**src/rtl/golay_pkg.sv**
```systemverilog
// golay_pkg: shared constants for the Golay(24,12) row-search stage.
//   K, N      - message / codeword widths
//   B_ROW     - the twelve parity-matrix rows, index 0 = row 1
//   E_NONE    - error pattern reported when no row qualifies
//   idr()     - identity row for a 0-based row index
package golay_pkg;

    localparam int N = 24;
    localparam int K = 12;
    localparam int NROWS = 12;

    localparam logic [N-1:0] E_NONE = 24'hFFFFFF;

    localparam logic [K-1:0] B_ROW [NROWS] = '{
        12'h7FF, 12'hEE2, 12'hDC5, 12'hB8B, 12'hF16, 12'hE2D,
        12'hC5B, 12'h8B7, 12'h96E, 12'hADC, 12'hDB8, 12'hB71
    };

    // Identity row: MSB-first one-hot, row 1 -> 12'h800.
    function automatic logic [K-1:0] idr(input int idx);
        logic [K-1:0] top;
        top = 12'h800;
        return top >> idx;
    endfunction

endpackage

```
**src/rtl/golay_wt_le.sv**
```systemverilog
// golay_wt_le: registered weight-threshold test, one cycle of latency.
//   CLK, RST - clock, synchronous active-high reset
//   V        - 12-bit vector under test
//   LE       - registered (popcount(V) <= WMAX)
module golay_wt_le #(
    parameter int WMAX = 2
) (
    input  logic        CLK,
    input  logic        RST,
    input  logic [11:0] V,
    output logic        LE
);

    always_ff @(posedge CLK) begin
        if (RST) LE <= 1'b0;
        else     LE <= ($countones(V) <= WMAX);
    end

endmodule

```
**src/rtl/golay_row_search.sv**
```systemverilog
// golay_row_search: XORs a 12-bit vector against all twelve B rows, flags
// rows within WMAX of it, and reports the lowest-index match as a 24-bit
// error pattern. Three-stage free-running pipeline, one sample per cycle.
//   CLK, RST          - clock, synchronous active-high reset
//   IN_VLD, V, MODE   - sample in (MODE=1 puts the identity row in the top half)
//   TAG               - sideband carried with the sample
//   CLR_CNT           - zero both statistics counters
//   OUT_VLD, E, USE,
//   ROW, TAG_OUT      - stage-3 result, updated every cycle
//   HIT_CNT, MISS_CNT - saturating counts of valid matched / unmatched samples
module golay_row_search
    import golay_pkg::*;
#(
    parameter int WMAX  = 2,
    parameter int TAG_W = 4,
    parameter int CNT_W = 16
) (
    input  logic             CLK,
    input  logic             RST,
    input  logic             IN_VLD,
    input  logic [11:0]      V,
    input  logic             MODE,
    input  logic [TAG_W-1:0] TAG,
    input  logic             CLR_CNT,
    output logic             OUT_VLD,
    output logic [23:0]      E,
    output logic             USE,
    output logic [3:0]       ROW,
    output logic [TAG_W-1:0] TAG_OUT,
    output logic [CNT_W-1:0] HIT_CNT,
    output logic [CNT_W-1:0] MISS_CNT
);

    localparam logic [CNT_W-1:0] CNT_ONE = 1;

    // vld_pipe[s] is the valid bit held in stage s
    logic [3:1]            vld_pipe;
    logic [2:1]            mode_pipe;
    logic [TAG_W-1:0]      tag1, tag2;
    logic [NROWS-1:0][K-1:0] x1, x2;
    logic [NROWS-1:0]      m2;

    assign OUT_VLD = vld_pipe[3];

    // Stage 1: row XORs; stage 2: delay line alongside the weight tests
    always_ff @(posedge CLK) begin
        if (RST) begin
            vld_pipe[2:1] <= '0;
            mode_pipe     <= '0;
            tag1          <= '0;
            tag2          <= '0;
            x1            <= '0;
            x2            <= '0;
        end else begin
            vld_pipe[2:1] <= {vld_pipe[1], IN_VLD};
            mode_pipe     <= {mode_pipe[1], MODE};
            tag1          <= TAG;
            tag2          <= tag1;
            for (int i = 0; i < NROWS; i++) x1[i] <= V ^ B_ROW[i];
            x2            <= x1;
        end
    end

    for (genvar g = 0; g < NROWS; g++) begin : g_wt
        golay_wt_le #(.WMAX(WMAX)) u_wt (
            .CLK (CLK),
            .RST (RST),
            .V   (x1[g]),
            .LE  (m2[g])
        );
    end

    // Stage 3 priority select: walking down from row 12 leaves the lowest
    // matching index in k.
    logic        hit;
    int          k;
    logic [23:0] e_nxt;
    logic [3:0]  row_nxt;

    always_comb begin
        hit     = 1'b0;
        k       = 0;
        e_nxt   = E_NONE;
        row_nxt = 4'd0;
        for (int i = NROWS - 1; i >= 0; i--) begin
            if (m2[i]) begin
                hit = 1'b1;
                k   = i;
            end
        end
        if (hit) begin
            e_nxt   = mode_pipe[2] ? {idr(k), x2[k]} : {x2[k], idr(k)};
            row_nxt = 4'(k + 1);
        end
    end

    always_ff @(posedge CLK) begin
        if (RST) begin
            vld_pipe[3] <= 1'b0;
            E           <= E_NONE;
            USE         <= 1'b0;
            ROW         <= 4'd0;
            TAG_OUT     <= '0;
            HIT_CNT     <= '0;
            MISS_CNT    <= '0;
        end else begin
            vld_pipe[3] <= vld_pipe[2];
            E           <= e_nxt;
            USE         <= hit;
            ROW         <= row_nxt;
            TAG_OUT     <= tag2;
            // A clear swallows the sample completing on the same edge.
            if (CLR_CNT) begin
                HIT_CNT  <= '0;
                MISS_CNT <= '0;
            end else if (vld_pipe[2]) begin
                if (hit) begin
                    if (HIT_CNT != '1) HIT_CNT <= HIT_CNT + CNT_ONE;
                end else begin
                    if (MISS_CNT != '1) MISS_CNT <= MISS_CNT + CNT_ONE;
                end
            end
        end
    end

endmodule

```
**config.mk**
```make
export PLATFORM = sky130hd
export DESIGN_NAME = golay_row_search
export DESIGN_NICKNAME = d
export VERILOG_FILES = /design/src/rtl/golay_pkg.sv /design/src/rtl/golay_wt_le.sv /design/src/rtl/golay_row_search.sv
export SDC_FILE = /design/constraint.sdc
export NUM_CORES = 1
export LEC_CHECK = 0
export CAP_MARGIN = 15
export CORE_MARGIN = 2
export CORE_UTILIZATION = 45
export CTS_CLUSTER_SIZE = 8
export DETAILED_ROUTE_END_ITERATION = 8
export PLACE_DENSITY = 0.65
export SETUP_SLACK_MARGIN = 0.05
export SYNTH_ARGS = -nofsm -noshare
export SYNTH_HDL_FRONTEND = slang
export SYNTH_SLANG_ARGS = --single-unit
```
**constraint.sdc**
```tcl
create_clock -name CLK -period 9.9 [get_ports CLK]
set_input_delay 1.98 -clock CLK [delete_from_list [all_inputs] [get_ports CLK]]
set_output_delay 1.98 -clock CLK [all_outputs]
set_load 0.03 [all_outputs]
```
==> results of run 1 <==
-- synthesized netlist by cell type (2+ instances only) --
master / instances
inv_1: 141
dfxtp_1: 138
ha_1: 95
fa_1: 72
nor2_1: 70
nor2b_1: 53
o21ai_0: 33
a21oi_1: 28
clkbuf_1: 25
xor2_1: 25
nand2_1: 22
nor3_1: 20
nand3_1: 18
mux2i_1: 15
a31oi_1: 14
nand4_1: 14
a21o_1: 11
xnor2_1: 10
a2111oi_0: 9
o221ai_1: 9
and3_1: 8
or3_1: 7
nand2b_1: 5
o21ai_1: 5
buf_2: 4
a221oi_1: 3
and4_1: 3
mux2_2: 3
o211ai_1: 3
o22ai_1: 3
or4_1: 3
a22oi_1: 2
and2_1: 2
inv_2: 2
nor2_2: 2
nor3_2: 2
nor4_1: 2
nor4_4: 2
o31ai_1: 2
or2_2: 2
-- cells in the final DEF, fill, tap and decap left out, drive strengths merged, types with 3 or more instances in the layout --
master,synthesis,routed
a31oi,14,14
mux2i,15,15
nor2,72,72
buf,5,4
nand2b,5,5
a2111oi,9,9
clkdlybuf4s50,0,85
a221oi,3,3
a21o,11,11
a21oi,28,28
xor2,25,25
nor4,4,4
and4,3,3
o221ai,9,9
nand4,14,14
or3,7,7
dfxtp,138,138
and3,8,8
o22ai,3,3
xnor2,10,10
inv,143,150
or4,3,3
clkinv,1,6
nand2,22,22
o211ai,4,4
ha,95,95
clkbuf,26,17
or2,3,3
nand3,18,18
nor2b,53,53
fa,72,72
clkinvlp,0,3
nor3,22,22
o21ai,38,38
mux2,3,3
-- flip-flops by register name, indices dropped and copies added, names as in the netlist --
name	cells
g_wt.u_wt.LE	12
vld_pipe	2
TAG_OUT	4
x1	24
HIT_CNT	16
tag1	4
mode_pipe	2
E	24
x2	24
ROW	4
OUT_VLD	1
USE	1
MISS_CNT	16
tag2	4
-- report_power, final --
part,switching (mW),internal [mW]
Clock,0.274,0.328
Combinational,0.693,0.458
Sequential,0.0704,0.640
Total,1.04,1.43
-- critical path, stage by stage (launching register included) --
cell	delay (ps)
dfxtp_1	350
ha_1	430
inv_1	210
fa_1	540
inv_1	50
fa_1	500
inv_1	50
fa_1	430
inv_1	70
ha_1	160
inv_1	50
fa_1	370
a2111oi_0	420
a21oi_1	80
nor2_1	100
-- logic make-up after synthesis --
logic type,count (synthesis)
XOR/XNOR,35
adder cells (fa/ha/maj),167
AO/OA/AOI/OAI,130
multiplexers,18
AND/OR/NAND/NOR,238
buffers and inverters,175
flip-flops,138
-- cell type report --
type | instances | area [sq um] | area share
multi-input combinational | 588 | 5220 | 0.509
clock buffer | 17 | 425 | 0.0415
clock inverter | 15 | 129 | 0.0126
inverter | 144 | 541 | 0.0527
timing repair buffer | 89 | 878 | 0.0857
sequential | 138 | 2760 | 0.270
tap | 234 | 293 | 0.0286
-- worst paths after layout --
| kind | cells after the start | startpoint | endpoint | slack (ps) |
|---|---|---|---|---|
| setup reg to reg | 14 | x1[23] | g_wt[2].u_wt.LE | 6060 |
| setup / recovery | 14 | x1[23] | g_wt[2].u_wt.LE | 6060 |
| hold / removal | 1 | tag1[1] | tag2[1] | 430 |
| hold reg to reg | 1 | tag1[1] | tag2[1] | 430 |
-- through the flow --
stage / area [sq um] / total power, mW
2_1_floorplan: 8650 / 1.54
3_3_place_gp: 9690 / 1.85
3_5_place_dp: 9690 / 1.87
4_1_cts: 10200 / 2.47
5_1_grt: 10200 / 2.66
6_report: 10200 / 2.46
-- metal layers --
layer  wire length (um)  share of wire
met1               9350           0.48
met2               8990           0.46
met3                923          0.047
met4                412          0.021
met5                  0              0
==> metrics, run 1 <==
status=finished, final reports clean; drt first pass iters=5; main area contributors after synthesis=dfxtp_1, fa_1, ha_1; Pwr per Cell Area=240 nW/um^2; Post-Synth Adder-Cell Area=0.304; f_max=260 MHz; final setup fails=0; Finished Core Util=0.546; initial antenna violation count=0; final wirelength=19700 um; final std cells w/o fill=1225; Startpoint Class=flop; Final Hold Viols=0; Clock Pin Slew Worst Setup and Hold Paths=70 ps; I/O Buffers=86; Worst Hold Class=reg2reg; clk_lat worst skew=430 ps; Syn Nets=1089; # fillers=about 1700; H-tree depth reported by CTS=4; gr ovfl total=0; Placed Cells=1193; I/O pins=87; initial core utilization=0.461; Crit Path Category=reg2reg; Post-Synth Simple-Gate Area=0.146; Rows=50; Total GRT Usage=0.206; # DRC=0; max_slew headroom=0.523; register area share after synthesis=0.319; largest family of logic cells by synthesized area=adder cells; Synth Area in Compound Gates=0.0966; Syn Inst Count=901; clock root cell=clkbuf_16; crit path DAT=~4200 ps; Main synth FF type=dfxtp_1; CTS tree=yes; total number of vias=6267; Synth Area in XOR/XNOR=0.0354; # hold bufs at CTS=0; met1 usage=0.286; worst-margin pin slew=between 700 and 800 ps; PnR worst setup slack=6060 ps; Yosys reg bits=138; max-cap violations=0; RD Place Congestion=0.916; syn avg cell area=9.60 sq um; Num CTS Buffers=17; Clock Path Buffers=2; ANT nets after route=0; share of the synthesized area in the top cell type=0.319; 1st-iter DRT viols=462; Leak Pwr=4.70 nW; Post-synth EDFFs=0; layout cells sized above 1=0.0525; RSZ-0062 raised after global routing=false; core area=between 15000 and 20000 sq um; grt met2 use=0.318; postcts setup bufs=0; Synth warnings=0; grt peak-use layer=met2; global-route wire length before repair=32200 um; Critical Path Sink Type=flop; grt met3 use=0.0453; Crit Path Max Fanout=5; via/cell ratio=5.12; nets=1166; Die H=about 140 um; Async SR Flop Fraction=0; mux contribution to synthesized area=0.0213; Setup Skew=~15 ps; setup TNS=0 ps; Clock Sink Count=138; vias in the first global route=6160; tightest hold margin=431 ps; largest net degree at the start of global routing=65; Period minus WS final=3840 ps; Synth area leader=dfxtp_1; number of library cell types mapped by synthesis=54; DR WL/cell=16.1 um; Worst VDD drop=about 0.16 mV; chip width=143 um; Post-DP HPWL=15400 um; Layout area overhead=18.5%; period utilization=0.388; Critical Path RT=10270 ps; Die Area=20300 sq um; ANT cells=0; pre-CTS WS=5960 ps; Mapped Area=a little under 9000 sq um; max-slew violations=0; PostCTS Resize Cnt=0
(Power assumes the default switching activity.)
==> run 2: changes to the inputs <==
--- a/config.mk
+++ b/config.mk
@@ -10,7 +10,7 @@
 export CORE_UTILIZATION = 45
 export CTS_CLUSTER_SIZE = 8
 export DETAILED_ROUTE_END_ITERATION = 8
-export PLACE_DENSITY = 0.65
+export PLACE_DENSITY = 0.68
 export SETUP_SLACK_MARGIN = 0.05
 export SYNTH_ARGS = -nofsm -noshare
 export SYNTH_HDL_FRONTEND = slang
==> constraint.sdc (replaced) <==
create_clock -name CLK -period 3.5 [get_ports CLK]
set_input_delay 0.7 -clock CLK [delete_from_list [all_inputs] [get_ports CLK]]
set_output_delay 0.7 -clock CLK [all_outputs]
set_load 0.03 [all_outputs]
==> run 2 against run 1 <==
Total power increased to 3.1 times the previous value. Wire length increased by 8.7%. Hold slack improved by 2.7 ps. Die area unchanged. Clock power increased to 3.1 times the previous value. Count of clock-buffer cells in the layout increased by 5. Sequential share of layout area decreased by 2.0 points. Final cell count increased by 4.5%. Final area increased by 8.9%. Largest power group unchanged. Largest cell class unchanged. Highest routed layer unchanged.
==> metrics, run 2 (synthesis gave the netlist of run 1 again) <==
f_max=288 MHz; gr ovfl total=0; setup TNS=0 ps; I/O Buffers=between 80 and 90; Crit Path Category=reg2reg; worst-margin pin slew=roughly 600 ps; max-cap violations=0; DR WL/cell=16.7 um; largest net degree at the start of global routing=56; initial core utilization=0.461; Total GRT Usage=0.217; clock share of power=0.246; Sw Ratio=0.402; commonest non-fill, non-tap cells in the layout=inv_1, dfxtp_1, clkdlybuf4s50_1, ha_1, nor2_1; clock root cell=clkbuf_16; Period minus WS final=3470 ps; initial antenna violation count=0; Placed Cells=1238; clk_lat worst skew=420 ps; Crit Path Max Fanout=2; pre-CTS WS=-180 ps; Die Area=between 20000 and 25000 sq um; # DRC=0; post-layout total power=approximately 7.6 mW; Final Hold Viols=0; final wirelength=21400 um; combinational share of power=0.489; total number of vias=6597; Finished Core Util=0.595; Clock Pin Slew Worst Setup and Hold Paths=approximately 60 ps; Clock Path Buffers=2; crit path DAT=3830 ps; core area=around 19000 sq um; Worst Hold Class=reg2reg; Placement Cell Area=between 10000 and 15000 sq um; Worst VDD drop=0.488 mV; nets=1221; Setup Skew=between 10 and 15 ps; drt first pass iters=5; global-route wire length before repair=34000 um; post-route cell area=~11000 sq um; 1st-iter DRT viols=497; Leak Pwr=4.99 nW; largest registers=E x24, x1 x24, x2 x24; RSZ-0062 raised after global routing=true; Layout area overhead=29.1%; max_slew headroom=0.594; PnR worst setup slack=between 30 and 40 ps; vias in the first global route=6563; H-tree depth reported by CTS=4; # hold bufs at CTS=0; P_sw=3.05 mW; Post-DP HPWL=16300 um; tightest hold margin=433 ps; Critical Path RT=between 3000 and 4000 ps; Rows=50; CTS tree=yes; Clock Sink Count=138; layout cells sized above 1=0.170; Die H=143 um; final setup fails=0; period utilization=0.991; RD Place Congestion=just over 0.9; I/O pins=87; most common cell after layout, fill and taps aside=inv_1; Flop pwr share=0.265; Pint=around 4.5 mW; via/cell ratio=between 5 and 6; max-slew violations=0; final std cells w/o fill=1280; Startpoint Class=flop; Pwr per Cell Area=679 nW/um^2; Num CTS Buffers=17; Critical Path Sink Type=flop; chip width=143 um; status=finished, final reports clean; ANT nets after route=0
[run 2: final cells by class]
cell class	instances	area [sq um]
Antenna cell	1	2.50
Clock buffer	22	474
Clock inverter	9	138
Fill cell	1569	7600
Inverter	144	546
Multi-Input combinational cell	588	5620
Sequential cell	138	2790
Tap cell	234	293
Timing Repair Buffer	144	1300
[run 2: final timing paths]
check	to	from	slack, ps	cells after the start
worst min-delay path	mode_pipe[2]	mode_pipe[1]	430	1
worst min register to register	mode_pipe[2]	mode_pipe[1]	430	1
worst max register to register	g_wt[9].u_wt.LE	x1[2]	30	13
worst max-delay path	g_wt[9].u_wt.LE	x1[2]	30	13
[run 2: critical path, stage by stage, from the launching register on]
cell,delay (ps)
dfxtp_1,320
ha_1,290
inv_1,60
fa_1,530
inv_1,50
fa_1,450
ha_1,320
xor2_1,190
ha_2,210
inv_1,50
fa_2,380
a2111oi_4,370
a21oi_1,70
nor2_1,90
[run 2: power groups by stage]
stage / sequential, mW / combinational (mW) / clock [mW]
after global routing: 2.03 / 4.13 / 1.96
after floorplan: 2.23 / 2.14 / 0
final: 2.01 / 3.71 / 1.87
after CTS: 2.00 / 3.43 / 1.89
after detailed placement: 2.03 / 3.29 / 0
after global placement: 2.03 / 3.22 / 0
[run 2: per-layer routing]
metal  share of wire  global-route usage
met4           0.025              0.0787
met1            0.45               0.290
met3           0.038              0.0429
met5               0                   0
met2            0.48               0.351
[run 2: timing repair]
action	4_1_cts	5_1_grt
setup buffers	2	8
setup endpoints to repair	11	12
endpoints found under the hold margin	0	0
pin swaps	10	29
gates resized for setup	53	56
==> run 3: changes to the inputs <==
--- a/config.mk
+++ b/config.mk
@@ -12,6 +12,7 @@
 export DETAILED_ROUTE_END_ITERATION = 8
 export PLACE_DENSITY = 0.68
 export SETUP_SLACK_MARGIN = 0.05
+export SLEW_MARGIN = 20
 export SYNTH_ARGS = -nofsm -noshare
 export SYNTH_HDL_FRONTEND = slang
 export SYNTH_SLANG_ARGS = --single-unit
==> results of run 3 <==
Final layout, timing and power as in run 2 (identical DEF).
==> RTL edit 1: new RTL, flow settings as in run 2 <==
Reset style: asynchronous (`RST`), changed in 3 clocked blocks. Comments in the files are not updated.
--- a/src/rtl/golay_wt_le.sv
+++ b/src/rtl/golay_wt_le.sv
@@ -11,7 +11,7 @@
     output logic        LE
 );
 
-    always_ff @(posedge CLK) begin
+    always_ff @(posedge CLK or posedge RST) begin
         if (RST) LE <= 1'b0;
         else     LE <= ($countones(V) <= WMAX);
     end
--- a/src/rtl/golay_row_search.sv
+++ b/src/rtl/golay_row_search.sv
@@ -43,7 +43,7 @@
     assign OUT_VLD = vld_pipe[3];
 
     // Stage 1: row XORs; stage 2: delay line alongside the weight tests
-    always_ff @(posedge CLK) begin
+    always_ff @(posedge CLK or posedge RST) begin
         if (RST) begin
             vld_pipe[2:1] <= '0;
             mode_pipe     <= '0;
@@ -94,7 +94,7 @@
         end
     end
 
-    always_ff @(posedge CLK) begin
+    always_ff @(posedge CLK or posedge RST) begin
         if (RST) begin
             vld_pipe[3] <= 1'b0;
             E           <= E_NONE;
Behaviour: differs if RST is asserted again (counterexample within 4 cycles, from zero or initial values and one cycle with RST high); with RST held inactive, the same outputs for 4 cycles.
==> RTL edit 1 against run 2 <==
  * Routed wire length is 0.18% higher
  * Hold slack got worse by 0.085 ns
  * Setup slack lost 0.32 ns
  * Sequential cell count unchanged
  * The flow now finishes with violations (setup timing)
  * Combinational power grew 28%
  * Design area grew 5.7%
  * Final cell count down 1.5%
  * Total power grew 14%
  * Synthesized area grew 2.5%
==> RTL edit 1: results (changes against run 2) <==
- Status: finished, violations left
- Violated checks: setup timing
- Relative slew slack: 0.494 (-0.0998)
- Vias in the first global route: 6,413 (-2.3%)
- R2r setup slk: -0.29 ns (-0.32 ns)
- Post-synthesis sequential area ratio: 0.393 (+0.0735)
- Max IR drop VDD: 406 µV (-17%)
- Met1 Use GR: 0.286 (-0.00423)
- Skew final: 0.0142 ns (+0.000308 ns)
- Start point of the critical path: x1[131]$_DFF_PP0_
- Ys async rst share: 1.00 (+1.00)
- CP endpoint: g_wt[4].u_wt.LE$_DFF_PP0_
- Final setup fails: 11 (+11)
- Antenna Cells: 0 (-1)
- Cell Area, Placed: 10,600 µm² (+5.8%)
- Synth area leaders: dfrtp_1 (32%), fa_1 (17%), ha_1 (12%)
- Syn avg cell area: 11.0 µm² (+15%)
- Post-DP HPWL: 16,000 µm (-1.7%)
- DR WL met2: 10,700 µm (+4.0%)
- Final nets: 1,169 (-4.3%)
- Worst Reg-to-Reg Cells: 15 (+2)
- First-pass GRT wire length: 33,500 µm (-1.4%)
- Post-synth net total: 991 (-9.0%)
- Met3 wire length: 857 µm (+4.1%)
- Fin Hold WS: 0.349 ns (-0.0848 ns)
- Setup TNS Final: -2.35 ns (-2.35 ns)
- Via count: 6,391 (-3.1%)
- Synth unique cells: 55 (+1.9%)
- Largest net degree at the start of global routing: 107 (+91%)
- DR vias/cell: 5.07 (-1.7%)
- Setup ws final: -0.286 ns (-0.319 ns)
- Cell Rows: 51 (+2.0%)
- Layout cells sized above 1: 0.254 (+0.0837)
- Leak: 5.45 nW (+9.2%)
[RTL edit 1: final cells by class]
cell class,count,area (µm²)
Timing Repair Buffer,175,1560
Clock inverter,13,133
Fill cell,1577,7600
Tap cell,265,332
Multi-Input combinational cell,483,5190
Clock buffer,19,443
Inverter,168,649
Sequential cell,138,3490
[RTL edit 1: timing repair]
action,in CTS,in global routing
buffers inserted,8,19
endpoints found under the hold margin,0,0
pin swaps,20,31
gates resized for setup,41,42
endpoints found under the setup margin,12,12
[RTL edit 1: cells by family after synthesis]
| logic type | share of synthesized area |
|---|---|
| fa+ha+maj | 0.298 |
| compound gates | 0.0923 |
| simple gates | 0.0858 |
| mux | 0.0209 |
| buf+inv | 0.0785 |
| xor+xnor | 0.0316 |
| flops | 0.393 |
[RTL edit 1: power groups by stage]
stage,Clock (mW),Combinational (mW),Sequential (mW)
after floorplan,0,2.55,2.41
after global placement,0,3.94,2.15
after detailed placement,0,4.05,2.15
after CTS,1.78,4.37,2.12
after global routing,1.84,5.27,2.15
final,1.75,4.76,2.12
==> RTL edit 2: new RTL, flow settings as in run 2 <==
Without the edit above. The parameter `CNT_W` goes from 16 to 32.
--- a/src/rtl/golay_row_search.sv
+++ b/src/rtl/golay_row_search.sv
@@ -13,7 +13,7 @@
 #(
     parameter int WMAX  = 2,
     parameter int TAG_W = 4,
-    parameter int CNT_W = 16
+    parameter int CNT_W = 32
 ) (
     input  logic             CLK,
     input  logic             RST,
Ports: changed (resized HIT_CNT and MISS_CNT); port bits go from 87 to 119. No check against the original RTL was run, so the function may have changed too.
==> RTL edit 2 against run 2 <==
  * Routed wire length grew 20%
  * Critical endpoint is now g_wt[10].u_wt.LE$_SDFF_PP0_
  * Synthesized area increased by 17%
  * Total power grew 5.5%
  * Design area increased by 17%
  * Sequential cell count grew 32
  * Setup slack better by 0.053 ns
==> RTL edit 2: results (changes against run 2) <==
- Synth unique cells: 64 (+19%)
- GRT met2 Usage: 0.363 (+0.0120)
- Status: finished clean
- Inverters: 146 (+1.4%)
- First-pass GRT wire length: 40,900 µm (+20%)
- Sequential Power Share: 0.298 (+0.033)
- Global placer's final weighted congestion: 0.922 (+0.53%)
- Non-clock buffer count in the final layout: 176 (+22%)
- Final nets: 1,415 (+16%)
- Die area: 23,700 µm² (+16%)
- Hold path endpoint: TAG_OUT[1]$_SDFF_PP0_
- Share of cell area taken by multi-input logic gates: 0.498 (-0.00608)
- # placed instances: 1,479 (+19%)
- Worst Reg-to-Reg Cells: 12 (-1)
- NetSw: 3.29 mW (+8.0%)
- Largest net degree at the start of global routing: 82 (+46%)
- Skew final: 0.0144 ns (+0.000531 ns)
- Reg2reg end: g_wt[10].u_wt.LE$_SDFF_PP0_
- DR vias/cell: 5.28 (+2.5%)
- Util after Layout: 0.594 (about the same)
- Post-DP HPWL: 19,600 µm (+20%)
- Met3 usage: 0.0496 (+0.00668)
- Initial DRC count: 371 (-25%)
- RR Startpoint: x1[12]$_SDFF_PP0_
- Synth top cells by count: dfxtp_1 (170), inv_1 (143), nor2_1 (108)
- DP Worst Slack: -0.130 ns (+0.0496 ns)
- Post-synthesis sequential area ratio: 0.336 (+0.0170)
- Clkbuf count: 17 (-23%)
- Met1 Use GR: 0.282 (-0.00803)
- Post-synth net total: 1,254 (+15%)
- Register area: 3430 µm² (+23%)
- Mux share of post-synthesis cell area: 0.0148 (-0.00642)
-- RTL edit 2: cell count changes in the layout (fill, tap and decap cells not counted), moves of 6 or more --
| cell | delta |
|---|---|
| nor2_1 | +38 |
| clkdlybuf4s50_1 | +32 |
| dfxtp_1 | +29 |
| xor2_1 | +20 |
| nand3_1 | +14 |
| nand2_1 | +11 |
| xnor2_1 | +11 |
| and4_1 | +8 |
| o221ai_1 | -7 |
| inv_2 | +6 |
| nand4_1 | +6 |
-- RTL edit 2: repair_timing --
action,in CTS,in global routing
endpoints found under the setup margin,11,12
gates resized for setup,51,70
pin swaps,13,40
setup buffers,3,7
-- RTL edit 2: how the worst max path moves through the flow --
stage / end / startpoint / slack (ns)
after detailed placement: g_wt[2].u_wt.LE$_SDFF_PP0_ / x1[23]$_SDFF_PP0_ / -0.13
after global routing: g_wt[2].u_wt.LE$_SDFF_PP0_ / x1[8]$_SDFF_PP0_ / -0.07
after floorplan: g_wt[2].u_wt.LE$_SDFF_PP0_ / x1[23]$_SDFF_PP0_ / -0.02
after global placement: g_wt[2].u_wt.LE$_SDFF_PP0_ / x1[23]$_SDFF_PP0_ / -0.01
after CTS: g_wt[10].u_wt.LE$_SDFF_PP0_ / x1[23]$_SDFF_PP0_ / 0.04
final: g_wt[10].u_wt.LE$_SDFF_PP0_ / x1[12]$_SDFF_PP0_ / 0.09
-- RTL edit 2: critical path, cell delays in order, from the launching register on --
cell and delay (ns):
dfxtp_1 0.34, ha_4 0.27, inv_2 0.04, buf_4 0.13
fa_1 0.47, inv_1 0.05, fa_1 0.51, fa_1 0.46
ha_4 0.20, inv_1 0.08, fa_2 0.44, o21ai_0 0.22
nor2_1 0.08
